--- src/rtl/uart_tx_serializer.sv ---
// UART transmit serializer.
// Pops one word from a show-ahead TX FIFO and shifts it out LSB first as a
// start bit, 5..8 data bits, an optional parity bit and 1, 1.5 or 2 stop
// bits. Each bit lasts OVERSAMPLE baud_tick pulses (OVERSAMPLE: even, 8..32).
// Line control is captured at frame start, so lcr edits mid-frame only take
// effect on the next frame. The one exception is break (live lcr[6]), which
// forces the line low at any time without stalling the state machine.
module uart_tx_serializer #(
    parameter int OVERSAMPLE = 16
) (
    input  logic       clock,
    input  logic       PRESETn,
    input  logic       baud_tick,
    input  logic [7:0] lcr,
    input  logic       fifo_empty,
    input  logic [7:0] fifo_data,
    output logic       fifo_rd,
    input  logic       cts_en,
    input  logic       nCTS,
    output logic       TXD,
    output logic       tx_busy,
    output logic       tx_done
);

    // Bit lengths in baud ticks. 2*OVERSAMPLE can reach 64, hence 7 bits.
    localparam logic [6:0] BIT_TICKS    = 7'(OVERSAMPLE);
    localparam logic [6:0] STOP2_TICKS  = 7'(2 * OVERSAMPLE);
    localparam logic [6:0] STOP15_TICKS = 7'((3 * OVERSAMPLE) / 2);

    typedef enum logic [2:0] {
        ST_IDLE,
        ST_START,
        ST_DATA,
        ST_PARITY,
        ST_STOP
    } state_t;

    state_t     state_reg, state_next;
    logic [6:0] tick_cnt_reg, tick_cnt_next;
    logic [2:0] bit_cnt_reg, bit_cnt_next;
    logic [7:0] shift_reg, shift_next;
    // Captured lcr[5:0]: word length, extra stop, PEN, EPS, stick parity.
    logic [5:0] lcr_latched_reg, lcr_latched_next;
    // XOR of the data bits actually sent, captured at frame start.
    logic       data_xor_reg, data_xor_next;
    // Line level the FSM wants, before the break override.
    logic       line_reg, line_next;
    logic       txd_reg;

    logic       start_ok;
    logic       tick_last;
    logic       frame_end;
    logic       pop_now;
    logic       parity_bit;
    logic [6:0] stop_limit;
    logic [6:0] cur_limit;
    logic [2:0] last_bit_idx;
    logic [7:0] word_mask;

    // lcr[7] has no function in the transmitter.
    logic unused_lcr_msb;
    assign unused_lcr_msb = lcr[7];

    // Mask of the data bits that belong to the word length on the live lcr.
    generate
        for (genvar gi = 0; gi < 8; gi++) begin : g_word_mask
            assign word_mask[gi] = (4'(gi) < (4'd5 + {2'b00, lcr[1:0]}));
        end
    endgenerate

    // A frame may only begin from IDLE with data present and CTS permitting.
    assign start_ok = !fifo_empty && (!cts_en || !nCTS);

    // Stop length follows the captured line control.
    always_comb begin
        stop_limit = BIT_TICKS;
        if (lcr_latched_reg[2]) begin
            if (lcr_latched_reg[1:0] == 2'b00) begin
                stop_limit = STOP15_TICKS;
            end else begin
                stop_limit = STOP2_TICKS;
            end
        end
    end

    assign cur_limit    = (state_reg == ST_STOP) ? stop_limit : BIT_TICKS;
    assign tick_last    = baud_tick && (tick_cnt_reg == (cur_limit - 7'd1));
    assign last_bit_idx = {1'b0, lcr_latched_reg[1:0]} + 3'd4;

    // Stick parity sends ~EPS; otherwise EPS=1 gives even, EPS=0 odd parity.
    assign parity_bit = lcr_latched_reg[5] ? ~lcr_latched_reg[4]
                      : (lcr_latched_reg[4] ? data_xor_reg : ~data_xor_reg);

    // Next-state and next-line decode for the frame sequencer.
    always_comb begin
        state_next       = state_reg;
        tick_cnt_next    = tick_cnt_reg;
        bit_cnt_next     = bit_cnt_reg;
        shift_next       = shift_reg;
        lcr_latched_next = lcr_latched_reg;
        data_xor_next    = data_xor_reg;
        line_next        = line_reg;
        pop_now          = 1'b0;
        frame_end        = 1'b0;

        // Ticks only count once the frame is under way.
        if (state_reg != ST_IDLE && baud_tick) begin
            tick_cnt_next = tick_cnt_reg + 7'd1;
        end

        case (state_reg)
            ST_IDLE: begin
                line_next = 1'b1;
                if (start_ok) begin
                    pop_now          = 1'b1;
                    shift_next       = fifo_data;
                    lcr_latched_next = lcr[5:0];
                    data_xor_next    = ^(fifo_data & word_mask);
                    tick_cnt_next    = 7'd0;
                    bit_cnt_next     = 3'd0;
                    state_next       = ST_START;
                    line_next        = 1'b0;
                end
            end
            ST_START: begin
                if (tick_last) begin
                    tick_cnt_next = 7'd0;
                    state_next    = ST_DATA;
                    line_next     = shift_reg[0];
                end
            end
            ST_DATA: begin
                if (tick_last) begin
                    tick_cnt_next = 7'd0;
                    shift_next    = {1'b0, shift_reg[7:1]};
                    if (bit_cnt_reg == last_bit_idx) begin
                        bit_cnt_next = 3'd0;
                        if (lcr_latched_reg[3]) begin
                            state_next = ST_PARITY;
                            line_next  = parity_bit;
                        end else begin
                            state_next = ST_STOP;
                            line_next  = 1'b1;
                        end
                    end else begin
                        bit_cnt_next = bit_cnt_reg + 3'd1;
                        line_next    = shift_reg[1];
                    end
                end
            end
            ST_PARITY: begin
                if (tick_last) begin
                    tick_cnt_next = 7'd0;
                    state_next    = ST_STOP;
                    line_next     = 1'b1;
                end
            end
            ST_STOP: begin
                if (tick_last) begin
                    tick_cnt_next = 7'd0;
                    state_next    = ST_IDLE;
                    line_next     = 1'b1;
                    frame_end     = 1'b1;
                end
            end
            default: begin
                state_next = ST_IDLE;
                line_next  = 1'b1;
            end
        endcase
    end

    // Frame sequencer registers; the line output applies the live break bit.
    always_ff @(posedge clock or negedge PRESETn) begin
        if (!PRESETn) begin
            state_reg       <= ST_IDLE;
            tick_cnt_reg    <= 7'd0;
            bit_cnt_reg     <= 3'd0;
            shift_reg       <= 8'd0;
            lcr_latched_reg <= 6'd0;
            data_xor_reg    <= 1'b0;
            line_reg        <= 1'b1;
            txd_reg         <= 1'b1;
        end else begin
            state_reg       <= state_next;
            tick_cnt_reg    <= tick_cnt_next;
            bit_cnt_reg     <= bit_cnt_next;
            shift_reg       <= shift_next;
            lcr_latched_reg <= lcr_latched_next;
            data_xor_reg    <= data_xor_next;
            line_reg        <= line_next;
            txd_reg         <= lcr[6] ? 1'b0 : line_next;
        end
    end

    // The pop strobe is gated by reset so nothing is consumed while held.
    assign fifo_rd = pop_now & PRESETn;
    assign tx_done = frame_end;
    assign tx_busy = (state_reg != ST_IDLE);
    assign TXD     = txd_reg;

endmodule

--- config.mk ---
export PLATFORM = sky130hd
export DESIGN_NAME = uart_tx_serializer
export DESIGN_NICKNAME = d
export VERILOG_FILES = /design/src/rtl/uart_tx_serializer.sv
export SDC_FILE = /design/constraint.sdc
export NUM_CORES = 1
export LEC_CHECK = 0
export BUFFER_PORTS_ARGS = -buffer_cell sky130_fd_sc_hd__buf_2
export CAP_MARGIN = 30
export CORE_AREA = 2 2 58 60
export DETAILED_ROUTE_END_ITERATION = 10
export DIE_AREA = 0 0 60 62
export PLACE_DENSITY_LB_ADDON = 0.25
export SETUP_SLACK_MARGIN = 0.1
export SYNTH_ARGS = -nofsm -noshare
export SYNTH_HDL_FRONTEND = slang
export SYNTH_SLANG_ARGS = --single-unit
--- constraint.sdc ---
create_clock -name clock -period 4.9 [get_ports clock]
set_input_delay 0.98 -clock clock [delete_from_list [all_inputs] [get_ports clock]]
set_output_delay 0.98 -clock clock [all_outputs]
set_load 0.005 [all_outputs]
# Yosys cells after proc, flatten, opt, wreduce, memory -nomap -nowiden
# Index checks and enable logic that the tools add are counted.
# classes
addsub	5
order_cmp	8
n_eq_ne	12
n_mux	36
n_bitwise	4
reduce_logical	17
# op_table
operator	n
two-way mux 7 bit	5
two-way mux 3 bit	10
< comparator 3 x 4 -> 1 bit, first input constant	4
two-way mux 8 bit	2
case mux 8 bit (2 select lines)	1
case mux 3 bit (5 select lines)	1
case mux 7 bit (2 select lines)	1
two-way mux 1 bit	13
inequality test 2 bit, second input constant	6
bitwise AND 8 bit	1
< comparator 1 x 4 -> 1 bit, first input constant	2
< comparator 2 x 4 -> 1 bit, first input constant	2
parity 8 bit	1
adder 7 x 1 -> 7 bit, second input constant	1
== test 7 bit	1
subtractor 7 x 1 -> 7 bit, second input constant	1
== test 3 x 2 -> 1 bit, second input constant	2
two-way mux 6 bit	1
case mux 3 bit (2 select lines)	1
AND reduction 6 bit	1
adder 3 x 2 -> 4 bit, first input constant	1
case mux 1 bit (4 select lines)	1
OR reduction 4 bit	1
adder 2 x 3 -> 3 bit, second input constant	1
16 further kinds	21
# totals
regBits	30
out_inout_bits	4
elab_cells	90

# Longest topological paths before layout
# Gate-level depths: netlist of the first run.
# logic_depth
ltp_word	10
mapped_depth	8

# Worst setup path before layout of the first run
# Ideal clock, no wire load.
# synth_path
path_kind	input to output
from	input port cts_en
to	output port fifo_rd
arrival_ps	1800
slack_ps	2120
path_stages	5
n_path_buf	2
cell_sequence	a21o_1 -> or2_1 -> clkbuf_1 -> buf_2 -> nor2_1
# synth_via
elab_chain_cells	6
# synth_rtl
item	line_no	rtl
from (decl)	18	input logic cts_en,
logical NOT 1 bit	72	assign start_ok = !fifo_empty && (!cts_en || !nCTS);
logical OR 1 bit	72	
logical AND 1 bit	72	
two-way mux 1 bit	114	if (start_ok) begin
two-way mux 1 bit	111	case (state_reg)
bitwise AND 1 bit	197	assign fifo_rd = pop_now & PRESETn;
to (decl)	17	output logic fifo_rd,
# No other way between the ends.

# Final worst setup path of the first run
# Ends and elaborated chain as after synthesis.

==> results of run 1 <==
stage by stage:
stage | cell area (um^2) | setup slack (ns)
3_5_place_dp | 1780 | 1.77
5_1_grt | 1840 | 1.66
4_1_cts | 1840 | 1.77
2_1_floorplan | 1640 | 2.12
6_report | 1840 | 1.78
3_3_place_gp | 1780 | 1.80
cells in the mapped netlist, drive strengths merged (2+ instances only):
library cell	count	area (um^2)
dfrtp	28	701
nor2	16	62.6
xnor2	11	96.3
o21a	9	68.8
o21ai	9	52.6
nand2	8	30.0
o22a	7	61.3
inv	6	22.5
mux2	6	67.6
buf	5	36.3
xor2	5	43.8
a21oi	3	15.0
and3	3	18.8
nand2b	3	18.8
nand4	3	18.8
nor3	3	15.0
a211oi	2	20.0
a41oi	2	17.5
dfstp	2	52.6
ha	2	25.0
mux2i	2	20.0
nand3	2	10.0
nor4	2	12.5
or2	2	12.5
routing by layer:
layer	vias up	global-route usage	wire length [um]	share of wire
met3	6	0.0683	136	0.044
li1	609	-	-	-
met4	0	0.0762	55	0.018
met5	-	0	0	0
met1	571	0.240	1390	0.45
met2	23	0.303	1490	0.48
worst paths after layout:
kind / to / slack (ns)
setup / recovery: fifo_rd / 1.78
hold / removal: data_xor_reg / 0.49
setup reg to reg: shift_reg[3] / 2.66
hold reg to reg: data_xor_reg / 0.49
max in group asynchronous: data_xor_reg / 3.79
min in group asynchronous: tick_cnt_reg[6] / 0.67
logic make-up after synthesis:
| logic type | Yosys count |
|---|---|
| buf+inv | 12 |
| compound gates | 42 |
| fa+ha+maj | 2 |
| mux | 8 |
| xor+xnor | 16 |
| flops | 30 |
| simple gates | 46 |
critical path, delay by kind of cell:
family | cells | cell delay [ns]
simple gates | 2 | 0.72
compound gates | 1 | 0.20
buf+inv | 2 | 0.23
layout make-up:
class	count	area, um^2	area share
Clock buffer	8	58.8	0.0320
Inverter	6	22.5	0.0123
Multi-Input combinational cell	114	825	0.449
Sequential cell	30	753	0.410
Tap cell	46	57.6	0.0313
Timing Repair Buffer	24	120	0.0654
power groups by stage:
stage	combinational (mW)	sequential, mW	clock, mW
2_1_floorplan	0.256	0.422	0
3_3_place_gp	0.274	0.457	0
3_5_place_dp	0.284	0.464	0
4_1_cts	0.287	0.459	0.157
5_1_grt	0.326	0.474	0.168
6_report	0.283	0.460	0.152
==> results.md, run 1 <==
- Number of flops mapped to enable cells by yosys: 0
- FF-to-FF Start: state_reg[0]
- Clock Sinks: 30
- CTS tree: done
- Vias/cell: 5.30
- Reg clk slew, reported paths: approximately 0.080 ns
- Overall Power: 0.895 mW
- Mapped Area: approximately 1600 um^2
- Most frequent cells in the layout: dfrtp_1, buf_2, nor2_1
- Post-synth net total: 180
- Post-synthesis compound-gate area fraction: 0.203
- Slew @ Worst Pin: 0.848 ns
- Psw: 0.317 mW
- Critical path peak fanout: 23
- ANT cells: 0
- Max VDD drop: 0.000234 V
- Cells after Synth: around 160
- Hold-fix buffers, CTS: 0
- Switch share: 0.355
- Flops & latches, synth: 30
- Final wirelength: 3070 um
- Total CTS buffers: 5
- Comb power frac: 0.316
- Post-synthesis mux area share: 0.0534
- Synth warn: 0
- # placed instances: 220
- Starting density of the core: 0.516
- Internal cell power: 0.577 mW
- Syn avg cell area: 10.5 um^2
- Layout Skew: ~0.013 ns
- Vias in the first global route: 1115
- CP Cell Sequence: buf_2, a21o_1, or2_1, nor2_1, buf_2
- Clock share of power: 0.170
- Clock root buffer: clkbuf_4
- Crit path DAT: 2.14 ns
- Post-route DRC violation count: 0
- Clk Latency, worst-skew pair: 0.34 ns
- Sequential area share after synthesis: 0.459
- Post-layout nets: 205
- Layout Cells excl Fill: 228
- Total track usage: 0.191
- Hold depth: 2
- Final hold slack: just under 0.5 ns
- Max-slew headroom: 0.435
- Max FFs per register: 8
- Final min period: between 3 and 4 ns
- Die ar.: 3720 um^2
- Placer congestion estimate: 0.882
- Vert. Die Dim: 62 um
- Status: finished, final reports clean
- Cts repair resizes: 0
- Sequential share of power: 0.514
- Max-slew violations: 0
- Initial antenna violation count: 0
- Port Buffers: 24
- Final worst-path cycle share: 0.636
- Area Overhead vs Synth: 12.0%
- Fmax: 321 MHz
- Boundary pin count: 26
- Die X: 60 um
- Final Hold Fails: 0
- Worst path slowest cell: or2_1
- CP Launch Point: cts_en
- RSZ-0062 raised after global routing: no
- CP most frequent cell: buf_2
- Max-cap viol count: 0
- Core area: 3180 um^2
- Largest net degree at the start of global routing: 32
- FFs w/ async S/R, synth: 1.00
- Crit end category: output pin
- TritonRoute pass-1 iters: 4
- Post-layout util: 0.578
- Post-Synth Adder-Cell Area: 0.0153
- Pleak: 0.804 nW
- Fillers: 290
- Hold path start: data_xor_reg
- Main combinational cell family by area after synthesis: compound AO/OA/AOI/OAI gates
- First-pass GRT wire length: 5060 um
- Crit path launch type: input pin
- Post-route ant nets: 0
- H-tree Lvls: 2
- Simple-gate share of the synthesized area: 0.146
- Crit Path Category: in -> out
- Final Setup Violations: 0
- Req. time, crit path: about 4 ns
- WL/cell: 13.5 um
- Sum Neg Setup Slack: 0 ns
- CP max stage delay: around 0.54 ns
- # rows: 21
- Maximum root-to-sink buffer count: 2
- R2R cell count: 5
- Post-synthesis xor/xnor area fraction: 0.0854
- Synth Flop Type: dfrtp_1
- GRT Residual Overflow: 0
- DRT iter0 DRCs: 53
- Layout cells sized above 1: 0.264
- Worst Hold Class: reg -> reg
- Post-CTS Setup Bufs: 0
- Vias: 1209
- Library cells used by synthesis: 46
- Pwr dens: between 400 and 500 nW/um^2
- Post-DP HPWL: 2170 um
- Most common cell after layout, fill and taps aside: dfrtp_1
No activity file was read; power rests on OpenSTA's default activity.
==> run 2, diff against run 1 <==
CORE_AREA = 2 2 61 63   (was 2 2 58 60)
DIE_AREA = 0 0 63 65   (was 0 0 60 62)
clock period = 2.71 ns   (was 4.9 ns; I/O delays follow)
==> run 2 against run 1 <==
Effect of this change: critical endpoint unchanged; largest cell class unchanged; count of clock-buffer cells in the layout is 1 lower; flip-flop and latch count stayed put; largest power group unchanged; critical path depth stayed put; register-to-register slack worse by 2.0 ns.
==> results.md, run 2 (same netlist as run 1, synthesis figures left out) <==
- Clock Sinks: 30
- Final Hold Fails: 0
- Maximum root-to-sink buffer count: 2
- Req. time, crit path: 2.17 ns
- Final Cell Area: 1860 um^2
- Worst path slowest cell: dfrtp_1
- Boundary pin count: 26
- Max-cap viol count: 0
- RSZ-0062 raised after global routing: no
- # rows: 22
- Max VDD drop: 0.000469 V
- TritonRoute pass-1 iters: 4
- Die X: 63 um
- Starting density of the core: 0.469
- Initial antenna violation count: 0
- Vias/cell: 5.42
- Clk Latency, worst-skew pair: 0.32 ns
- Crit Path Category: reg -> out
- First-pass GRT wire length: approximately 5500 um
- Reg clk slew, reported paths: 0.09 ns
- FF-to-FF Start: state_reg[1]
- Clock root buffer: clkbuf_4
- Worst Hold Class: in -> async
- GRT Residual Overflow: 0
- Port Buffers: 24
- Final hold slack: 0.231 ns
- Vias: between 1000 and 1500
- Pwr dens: 866 nW/um^2
- ANT cells: 0
- CP Cell Sequence: nor2_2, nand2_1, or2_1, nor2_1, buf_2
- Pleak: between 0.8 and 0.9 nW
- Crit path launch type: register
- Max-slew violations: 0
- Fillers: 342
- Layout cells sized above 1: 0.281
- H-tree Lvls: 2
- Final min period: about 2.4 ns
- Post-layout nets: 208
- Layout Skew: a little under 0.006 ns
- Vias in the first global route: 1271
- Largest net degree at the start of global routing: 31
- Total CTS buffers: 5
- Fmax: between 400 and 500 MHz
- Post-route DRC violation count: 0
- Placed Area: about 1800 um^2
- CTS tree: done
- DRT iter0 DRCs: a little over 40
- Vert. Die Dim: 65 um
- Final Setup Violations: 0
- Area Overhead vs Synth: 13.6%
- Slew @ Worst Pin: 0.538 ns
- Cts repair resizes: 0
- CP max stage delay: roughly 0.52 ns
- Die ar.: 4100 um^2
- Final wirelength: 3150 um
- Critical path peak fanout: 11
- Most frequent cells in the layout: dfrtp_1, buf_2, nor2_1
- Post-route ant nets: 0
- Sum Neg Setup Slack: 0 ns
- Hold-fix buffers, CTS: 0
- Max FFs per register: 8
- Total track usage: 0.174
- CP Launch Point: state_reg[0]
- Status: finished, final reports clean
- Placer congestion estimate: about 0.81
- Crit end category: output pin
- Final worst-path cycle share: 0.896
- WL/cell: about 14 um
- Core area: 3500 um^2
- Crit path DAT: 1.89 ns
- Most common cell after layout, fill and taps aside: dfrtp_1
- Post-DP HPWL: 2350 um
- Max-slew headroom: 0.640
- Post-CTS Setup Bufs: 0
[run 2: worst paths after layout]
check / cells past startpoint / endpoint / slack [ns]
max in group asynchronous: 2 / line_reg / 2.17
min in group clock: 2 / TXD / 0.34
setup reg to reg: 5 / shift_reg[2] / 0.62
setup / recovery: 5 / fifo_rd / 0.28
hold / removal: 2 / state_reg[2] / 0.23
hold reg to reg: 2 / data_xor_reg / 0.49
[run 2: stage by stage]
stage,std cells,worst slack (ns),power (mW),util
5_1_grt,233,0.159,1.75,0.533
4_1_cts,232,0.216,1.64,0.531
3_3_place_gp,224,0.555,1.33,0.514
3_5_place_dp,224,0.546,1.36,0.514
2_1_floorplan,156,0.806,1.23,-
6_report,233,0.281,1.61,0.533
[run 2: per-layer routing]
layer  vias up  part of all wire  wire, um  GRT usage
li1        615                 -         -          -
met1       618              0.43      1350      0.185
met2        24              0.51      1600      0.314
met3         6             0.045       142     0.0521
met4         0             0.019        59     0.0833
met5         -                 0         0          0
[run 2: area by class of cell]
cell class / count / area [um^2] / area share
multi-input cells: 114 / 825 / 0.443
flip-flops and latches: 30 / 753 / 0.404
repair buffers: 27 / 143 / 0.0766
well taps: 48 / 60.1 / 0.0322
clock buffers: 7 / 55.1 / 0.0295
inverters: 6 / 22.5 / 0.0121
clock inverters: 1 / 5.00 / 0.00269
[run 2: worst max-delay path, delay by kind of cell, from the launching register on]
| kind | cells | cell delay (ns) |
|---|---|---|
| buf+inv | 1 | 0.14 |
| flops | 1 | 0.52 |
| simple gates | 4 | 0.90 |
[run 2: power breakdown]
| part | switching, mW | internal (mW) |
|---|---|---|
| clock network | 0.145 | 0.126 |
| registers | 0.182 | 0.643 |
| logic | 0.241 | 0.276 |
==> run 3, diff against run 2 <==
--- a/constraint.sdc
+++ b/constraint.sdc
@@ -3,2 +3,2 @@
 set_output_delay 0.542 -clock clock [all_outputs]
-set_load 0.005 [all_outputs]
+set_load 0.1 [all_outputs]
==> run 3 against run 2 <==
Effect of this change: worst setup slack worse by 0.072 ns; cell count is 2.6% higher; sequential power is 0.6% lower; fmax fell by 2.9%; via count rose by 1.4%; clock power is 3% higher; core utilization is 3.1 points higher; design area grew 5.8%; largest cell class unchanged.
==> results.md, run 3 (same netlist as run 1, synthesis figures left out) <==
- Status: finished, final reports clean
- Vias: approximately 1300
- Critical path peak fanout: 7
- Die ar.: 4100 um^2
- RSZ-0062 raised after global routing: no
- Area of the multi-input gates: 853 um^2
- Post-route DRC violation count: 0
- Most common cell after layout, fill and taps aside: dfrtp_1
- Pleak: ~0.85 nW
- Crit end category: output pin
- Boundary pin count: 26
- Total track usage: 0.180
- Vert. Die Dim: 65 um
- Core area: 3500 um^2
- Final Cell Area: between 1500 and 2000 um^2
- Fmax: 400 MHz
- Layout Skew: just under 0.008 ns
- Placed Area: 1840 um^2
- Crit Path Category: reg -> out
- CP Cell Sequence: nor3b_4, o2111a_2, o21a_4, and2_1, buf_12
- Clock Sinks: 30
- Largest net degree at the start of global routing: 31
- CP max stage delay: 0.48 ns
- Post-DP HPWL: ~2300 um
- FF-to-FF Start: lcr_latched_reg[0]
- R2R cell count: 6
- Setup WS pre-CTS: roughly 0.45 ns
- Final Hold Fails: 0
- Most frequent cells in the layout: dfrtp_1, buf_2, nor2_1
- TritonRoute pass-1 iters: 4
- Max-slew headroom: 0.635
- H-tree Lvls: 2
- Register area: 757 um^2
- Area Overhead vs Synth: 20.1%
- Sum Neg Setup Slack: 0 ns
- Vias/cell: between 5 and 6
- R2r endpoint: shift_reg[2]
- Starting density of the core: 0.469
- ANT cells: 0
- Clk Latency, worst-skew pair: approximately 0.33 ns
- CTS tree: done
- Final wirelength: 3290 um
- Reg clk slew, reported paths: 0.09 ns
- Pwr dens: 891 nW/um^2
- Flop-to-flop setup slack: 0.48 ns
- Port Buffers: 24
- Vias in the first global route: 1239
- Fin worst setup slack: 0.209 ns
- # rows: 22
- Total CTS buffers: 5
- DRT iter0 DRCs: 30
- Layout cells sized above 1: 0.330
- Max VDD drop: 0.000439 V
- GRT Residual Overflow: 0
- Final min period: 2.50 ns
- Clock root buffer: clkbuf_4
- Die X: 63 um
- Final Setup Violations: 0
- Initial antenna violation count: 0
- Crit path DAT: 1.96 ns
- Worst Hold Class: in -> async
- Fillers: 336
- Maximum root-to-sink buffer count: 2
- Worst path slowest cell: dfrtp_2
- Hold-fix buffers, CTS: 0
- Post-layout nets: around 210
- Req. time, crit path: 2.17 ns
- Slew @ Worst Pin: 0.546 ns
- Max FFs per register: 8
- Placer congestion estimate: 0.828
- Final worst-path cycle share: 0.923
- Max-slew violations: 0
- Post-route ant nets: 0
- WL/cell: between 10 and 15 um
- Max-cap viol count: 0
- First-pass GRT wire length: 5540 um
- Crit path launch type: register
run 3: changes by cell type in the layout (fill, tap and decap cells not counted), sizes merged:
| cell | previous run | this run |
|---|---|---|
| buf | 27 | 33 |
run 3: timing repair:
item / CTS / global route
resized for setup: 3 / 2
endpoints found under the setup margin: 1 / 1
buffers inserted: 0 / 7
pin swaps: 1 / 2
run 3: critical path, delay by kind of cell (launching register included):
kind                   cells  cell delay, ns
AOI/OAI and AO/OA          2            0.48
DFF                        1            0.48
and+or+nand+nor            2            0.49
buffers and inverters      1            0.18
run 3: how the worst max path moves through the flow:
| stage | from | to | depth (start not counted) |
|---|---|---|---|
| 2_1_floorplan | state_reg[1] | fifo_rd | 7 |
| 3_3_place_gp | state_reg[0] | tx_done | 5 |
| 3_5_place_dp | state_reg[0] | tx_done | 5 |
| 4_1_cts | state_reg[1] | tx_done | 5 |
| 5_1_grt | state_reg[0] | tx_done | 5 |
| 6_report | state_reg[0] | tx_done | 5 |
run 3: final cells by class:
cell class	count	area share
Sequential cell	30	0.384
Inverter	6	0.0114
Clock buffer	7	0.0279
Multi-Input combinational cell	114	0.433
Clock inverter	1	0.00254
Timing Repair Buffer	33	0.110
Tap cell	48	0.0305
run 3: metrics by stage:
stage / utilization / hold slack [ns] / cells / power, mW
5_1_grt: 0.564 / 0.222 / 239 / 1.89
6_report: 0.564 / 0.211 / 239 / 1.76
3_5_place_dp: 0.526 / 0.484 / 224 / 1.44
4_1_cts: 0.545 / 0.219 / 232 / 1.73
3_3_place_gp: 0.526 / 0.471 / 224 / 1.40
2_1_floorplan: - / 0.246 / 156 / 1.30
run 3: report_power, final:
part	leakage, nW	internal [mW]	switching [mW]	total, mW
combinational	0.456	0.313	0.343	0.656
sequential	0.362	0.646	0.173	0.820
clock	0.0353	0.125	0.154	0.279
total	0.853	1.08	0.671	1.76
run 3: per-layer routing:
layer / global-route usage / up-vias / wire length (um) / share of wire
li1: - / 634 / - / -
met1: 0.202 / 616 / 1450 / 0.44
met2: 0.302 / 26 / 1660 / 0.51
met3: 0.0660 / 5 / 134 / 0.041
met4: 0.0889 / 0 / 45 / 0.014
met5: 0 / - / 0 / 0
